File: src/rtl/hazard_scoreboard.sv
// Register scoreboard for long-latency writebacks: RAW/WAW/capacity stall, flush pulse, stall watchdog.
// Optional HAZARD_PERF_EN builds a free-running stall-cycle counter on perf_stall_cycles.
module hazard_scoreboard #(
    parameter int unsigned NREG          = 32,
    parameter int unsigned MAX_OUT       = 4,
    parameter int unsigned STALL_TIMEOUT = 255
) (
    input  logic        clk,
    input  logic        rst_n,
    input  logic        id_valid,
    input  logic        id_rs1_used,
    input  logic        id_rs2_used,
    input  logic [4:0]  id_rs1,
    input  logic [4:0]  id_rs2,
    input  logic [4:0]  id_rd,
    input  logic        id_rd_wr,
    input  logic        id_long_lat,
    input  logic        wb_valid,
    input  logic [4:0]  wb_rd,
    input  logic        ex_mispredict,
    output logic        hazard_stall,
    output logic        hazard_flush,
    output logic [3:0]  outstanding,
    output logic        stall_timeout,
    output logic [31:0] perf_stall_cycles
);

    logic [NREG-1:1] busy;
    logic [31:0]     busy_v;
    logic [31:0]     busy_nxt;
    logic [3:0]      out_nxt;
    logic [15:0]     wd_cnt;
    logic [15:0]     wd_nxt;
    logic            src_hit;
    logic            full_hit;
    logic            waw_hit;
    logic            issue;

    // A register still counts as pending unless this cycle's writeback retires it (regfile writes through).
    function automatic logic pending(input logic [4:0] r);
        return (r != 5'd0) && busy_v[r] && !(wb_valid && (wb_rd == r));
    endfunction

    always_comb begin
        busy_v           = '0;
        busy_v[NREG-1:1] = busy;
    end

    always_comb begin
        src_hit      = id_valid && ((id_rs1_used && pending(id_rs1)) ||
                                    (id_rs2_used && pending(id_rs2)));
        full_hit     = id_valid && id_long_lat && id_rd_wr && (outstanding == 4'(MAX_OUT));
        waw_hit      = id_valid && id_rd_wr && pending(id_rd);
        hazard_stall = src_hit || full_hit || waw_hit;
        issue        = id_valid && !hazard_stall && !ex_mispredict;
    end

    // Clear before set so a same-cycle writeback and re-issue to one register leaves it busy.
    always_comb begin
        busy_nxt = busy_v;
        if (wb_valid)
            busy_nxt[wb_rd] = 1'b0;
        if (issue && id_long_lat && id_rd_wr && (id_rd != 5'd0))
            busy_nxt[id_rd] = 1'b1;
        busy_nxt[0] = 1'b0;
        out_nxt = '0;
        for (int unsigned i = 0; i < 32; i++)
            out_nxt = out_nxt + 4'(busy_nxt[i]);
    end

    always_comb begin
        wd_nxt = '0;
        if (hazard_stall)
            wd_nxt = (wd_cnt == 16'(STALL_TIMEOUT)) ? wd_cnt : wd_cnt + 16'd1;
    end

    always_ff @(posedge clk or negedge rst_n) begin
        if (!rst_n) begin
            busy          <= '0;
            outstanding   <= '0;
            hazard_flush  <= 1'b0;
            wd_cnt        <= '0;
            stall_timeout <= 1'b0;
        end else begin
            busy          <= busy_nxt[NREG-1:1];
            outstanding   <= out_nxt;
            hazard_flush  <= ex_mispredict;
            wd_cnt        <= wd_nxt;
            stall_timeout <= stall_timeout || (wd_nxt == 16'(STALL_TIMEOUT));
        end
    end

`ifdef HAZARD_PERF_EN
    logic [31:0] perf_cnt;

    always_ff @(posedge clk or negedge rst_n) begin
        if (!rst_n)
            perf_cnt <= '0;
        else if (hazard_stall)
            perf_cnt <= perf_cnt + 32'd1;
    end

    assign perf_stall_cycles = perf_cnt;
`else
    assign perf_stall_cycles = '0;
`endif

endmodule

File: config.mk
export PLATFORM = sky130hd
export DESIGN_NAME = hazard_scoreboard
export DESIGN_NICKNAME = d
export VERILOG_FILES = /design/src/rtl/hazard_scoreboard.sv
export SDC_FILE = /design/constraint.sdc
export NUM_CORES = 1
export LEC_CHECK = 0
export CAP_MARGIN = 20
export CORE_ASPECT_RATIO = 1.5
export CORE_MARGIN = 1
export CORE_UTILIZATION = 40
export DETAILED_ROUTE_END_ITERATION = 8
export HOLD_SLACK_MARGIN = 0.02
export PLACE_DENSITY = 0.71
export SLEW_MARGIN = 25
export SYNTH_ARGS = -nofsm -noshare
export SYNTH_HDL_FRONTEND = slang
export SYNTH_SLANG_ARGS = --single-unit
File: constraint.sdc
create_clock -name clk -period 7.1 [get_ports clk]
set_input_delay 2.13 -clock clk [delete_from_list [all_inputs] [get_ports clk]]
set_output_delay 2.13 -clock clk [all_outputs]
set_load 0.01 [all_outputs]
==> reports/results.md <==
| Group | Parameter | Reported |
|---|---|---|
| run status | Outcome | finished, violations left |
| run status | Violated checks | setup timing |
| detailed routing | Routed length on met2 | 7.54 mm |
| finish | Share of layout cells above drive strength 1 | 29.6% |
| floorplanning | Number of core rows | 47 |
| global route | Largest net degree at the start of global routing | 54 |
| critical path | Crit path required time | 7.34 ns |
| synth | Prevailing post-synth register cell | dfrtp_1 |
| global route | Number of antenna violations at the first check in global routing | 0 |
| synth | Avg Inst Size Synth | 9.85 sq um |
| synth | Simple-gate portion of the synthesized area | 15.1% |
| power and ir drop | Worst ir drop on vdd | 0.000107 V |
| finish | Fraction of the core area covered by cells at the end of the flow | 54.6% |
| critical path | Setup slack of the most critical reg-to-reg path | 0.25 ns |
| timing | Final setup violation count | 4 |
| clock network | Clock-pin slew on the worst setup and hold paths | 0.07 ns |
| timing | Maximum operating frequency | 120 MHz |
| synth | Synthesized-area fraction occupied by ao, oa, aoi and oai cells | 15.7% |
| timing | Transition at the pin with the smallest max-transition slack | 0.830 ns |
| flow run | Max-cap violation count | 0 |
| floorplanning | Die ar. | 12,000 sq um |
| global route | First-pass GRT wire length | 23.7 mm |
| synth | Most area-consuming cells after synthesis | dfrtp_1, fa_1, mux4_2, buf_4, o21ai_0 |
| power and ir drop | Part of the power in combinational logic | 39.4% |
| timing | Final worst-path setup slack | -1.20 ns |
| synth | Fraction of registers with async set or reset after synthesis | 100% |
| synth | Synthesized-area fraction occupied by adder cells | 11.6% |
| timing | Setup repair after global routing missed its margin | true |
| synth | Cell type with the highest aggregate area in the netlist | dfrtp_1 |
| clock network | Number of levels the H-tree was split into | 2 |
| placement | Number of I/O port buffers | 35 |
| clock network | Inserted Clock Buffers | 5 |
| placement | HPWL after DPL | 11.4 mm |
| placement | Area post-placement | 5760 sq um |
| floorplanning | Initial Utilization | 41.4% |
| critical path | Worst-path fanout max | 8 |
| critical path | Worst setup EP type | flip-flop |
| finish | Antenna diodes | 0 |
| power and ir drop | Internal power summed over all cells | 0.725 mW |
| global route | Final global-route overflow total | 0 |
| floorplanning | Vert. Die Dim | 134 um |
| detailed routing | Wirelength, routed | 14.7 mm |
| detailed routing | Via density per instance | 5.80 |
| power and ir drop | Overall power | 1.09 mW |
| detailed routing | Violation count after the first detailed-route iteration | 359 |
| placement | Final RePlAce weighted congestion | 1.05 |
| timing | Minimum clock period after layout | 8.30 ns |
| power and ir drop | Share of power burned in registers | 31.8% |
| timing | Clock Skews | 0.00657 ns |
| synth | Total number of yosys warnings | 0 |
| finish | Layout overhead on the synthesized area | 31.7% |
| detailed routing | Met1 layer wirelength in the final routing | 5.28 mm |
| synth | Post-synthesis sequential area ratio | 28.6% |
| floorplanning | Die Wd | 89.8 um |
| floorplanning | Core outline area | 11,200 sq um |
| timing | Count of endpoints failing hold in the final timing report | 0 |
| critical path | Type of the setup path with the least slack | primary input to flip-flop |
| synth | Synth Area in XOR/XNOR | 5.86% |
| power and ir drop | Leakage power total | 2.84 nW |
| timing | Number of max-slew violations in the final report | 0 |
| clock network | Longest Clk Path Bufs | 2 |
| synth | Dominant combinational cell family by area after synthesis | compound AO/OA/AOI/OAI gates |
| synth | #FFs+latches synth | 53 |
| power and ir drop | Net Sw Frac | 33.2% |
| synth | Synthesized area | 4630 sq um |
| global route | Via count of the first global-routing pass | 4,526 |
| detailed routing | Routed WL per cell | 20.1 um |
| detailed routing | Vias after detailed routing | 4,260 |
| finish | Final net count | 645 |
| power and ir drop | Power per standard cell area | 178 nW/um^2 |
| power and ir drop | Portion of total power attributed to the clock network | 28.9% |
| timing | Sum of negative setup slack | -4.22 ns |
| critical path | Worst endpoint data arrival time | 8.54 ns |
| timing | Period utilisation layout | 117% |
| synth | Post-Syn Instances | 470 |
| global route | Total Routing Usage GR | 25.7% |
| detailed routing | Router iterations before antenna repair | 5 |
| detailed routing | Remaining routing DRC violations | 0 |
| critical path | Startpoint kind of the worst setup timing path | primary input |
| clock network | Worst-skew pair later-pin latency | 0.30 ns |
| worst hold path | Hold/Removal Path Class | flip-flop to flip-flop |
| synth | EDFF count, synth | 0 |
| detailed routing | Sum of met3 wire segment lengths after detailed routing | 736 um |
| detailed routing | Top metal layer carrying routed signals | met4 |
| timing | Worst-case headroom to the max-slew limit | 44.2% |
| clock network | Clock sink total | 53 |
| detailed routing | Count of antenna-violating nets left after detailed routing | 0 |
| finish | Summed area of non-filler cells in the final layout | 6100 sq um |
| clock network | TritonCTS clock tree | done |
| synth | Proportion of synthesized area in mux cells | 13.2% |
| floorplanning | Count of boundary I/O pins | 68 |
| clock network | Hold buffers post-CTS | 0 |
| synth | Area share of the leading cell type in the synthesized netlist | 28.6% |
| power and ir drop | Net switching power | 0.360 mW |
| synth | Count of distinct cell types in the synthesized netlist | 57 |
| clock network | Root buffer cell | clkbuf_16 |
==> cell usage after synthesis, drive strengths merged, types with 5 or more instances <==
master	count
dfrtp	53
nor2	17
o31a	11
mux4	18
nor4	7
clkbuf	23
inv	27
nand4	9
nand2	24
buf	37
fa	23
o21ai	44
nand3b	5
mux2i	14
xnor2	16
ha	6
and3	18
o31ai	21
xor2	15
nand3	16
mux2	6
==> state kept, by name, indices dropped and copies added (netlist names) <==
name / count
wd_cnt: 16
outstanding: 4
busy: 31
stall_timeout: 1
hazard_flush: 1
==> worst max-delay path, cell delays in order <==
cell      delay, ns
buf_8          0.12
mux4_2         0.49
mux4_2         0.48
and3_4         0.17
a311oi_4       0.26
nand3_2        0.16
buf_6          0.15
o31a_1         0.31
fa_1           0.62
inv_1          0.07
fa_1           0.50
fa_2           0.45
fa_1           0.54
inv_2          0.04
fa_1           0.48
fa_1           0.58
inv_2          0.05
fa_2           0.36
inv_2          0.07
fa_2           0.43
inv_2          0.06
==> layer usage <==
metal / vias up / global-route usage [%]
met5: - / 0
met3: 71 / 4.28
met4: 0 / 20.1
met2: 204 / 44.4
met1: 2093 / 27.9
li1: 1892 / -
==> power groups by stage <==
stage	registers, mW	logic (mW)	clock network, mW
after floorplan	0.343	0.238	0
after global placement	0.350	0.373	0
after detailed placement	0.350	0.391	0
after CTS	0.344	0.420	0.316
after global routing	0.346	0.478	0.329
final	0.345	0.427	0.314
==> kinds of logic (layout without fill, tap and decap cells) <==
family,after synthesis,in the layout
adder cells (fa/ha/maj),29,29
flip-flops,53,53
buffers and inverters,87,174
multiplexers,38,38
AO/OA/AOI/OAI,107,107
other,1,32
XOR/XNOR,31,31
AND/OR/NAND/NOR,124,124
==> cell usage in the layout (no fill, tap or decap), types with 17 or more instances in the layout <==
cell type / n
and3_1: 17
buf_4: 97
conb_1: 32
dfrtp_1: 53
fa_1: 19
inv_1: 22
mux4_2: 18
nand2_1: 23
nor2_1: 17
o21ai_0: 38
o31ai_1: 17
==> worst paths after layout <==
| kind | startpoint | depth (start not counted) | end |
|---|---|---|---|
| max in group asynchronous | rst_n | 2 | busy[4]$_DFF_PN0_ |
| worst min register to register | stall_timeout$_DFF_PN0_ | 1 | stall_timeout$_DFF_PN0_ |
| min in group asynchronous | rst_n | 2 | wd_cnt[2]$_DFF_PN0_ |
| worst max-delay path | id_rs1[0] | 21 | outstanding[1]$_DFF_PN0_ |
| worst min-delay path | stall_timeout$_DFF_PN0_ | 1 | stall_timeout$_DFF_PN0_ |
| worst max register to register | busy[3]$_DFF_PN0_ | 21 | outstanding[1]$_DFF_PN0_ |
==> through the flow <==
stage	std cells	hold WS, ns	setup slack [ns]
2_1_floorplan	501	0.503	-0.977
5_1_grt	735	0.540	-1.38
3_3_place_gp	719	0.471	-1.79
6_report	735	0.505	-1.20
4_1_cts	733	0.510	-1.26
3_5_place_dp	719	0.488	-1.93
==> layout make-up <==
cell class | instances | area [sq um]
clock buffer | 5 | 125
clock inverter | 3 | 65.1
fill | 962 | 5080
inverter | 27 | 101
multi-input combinational | 361 | 3130
sequential | 53 | 1330
tap | 147 | 184
timing repair buffer | 139 | 1170
==> what timing repair did <==
| item | in CTS | in global routing |
|---|---|---|
| gates cloned | 1 | 0 |
| buffers inserted | 5 | 6 |
| setup endpoints to repair | 5 | 4 |
| resized for setup | 30 | 31 |
| pin swaps | 9 | 28 |
Power figures use the tool's default switching activity.
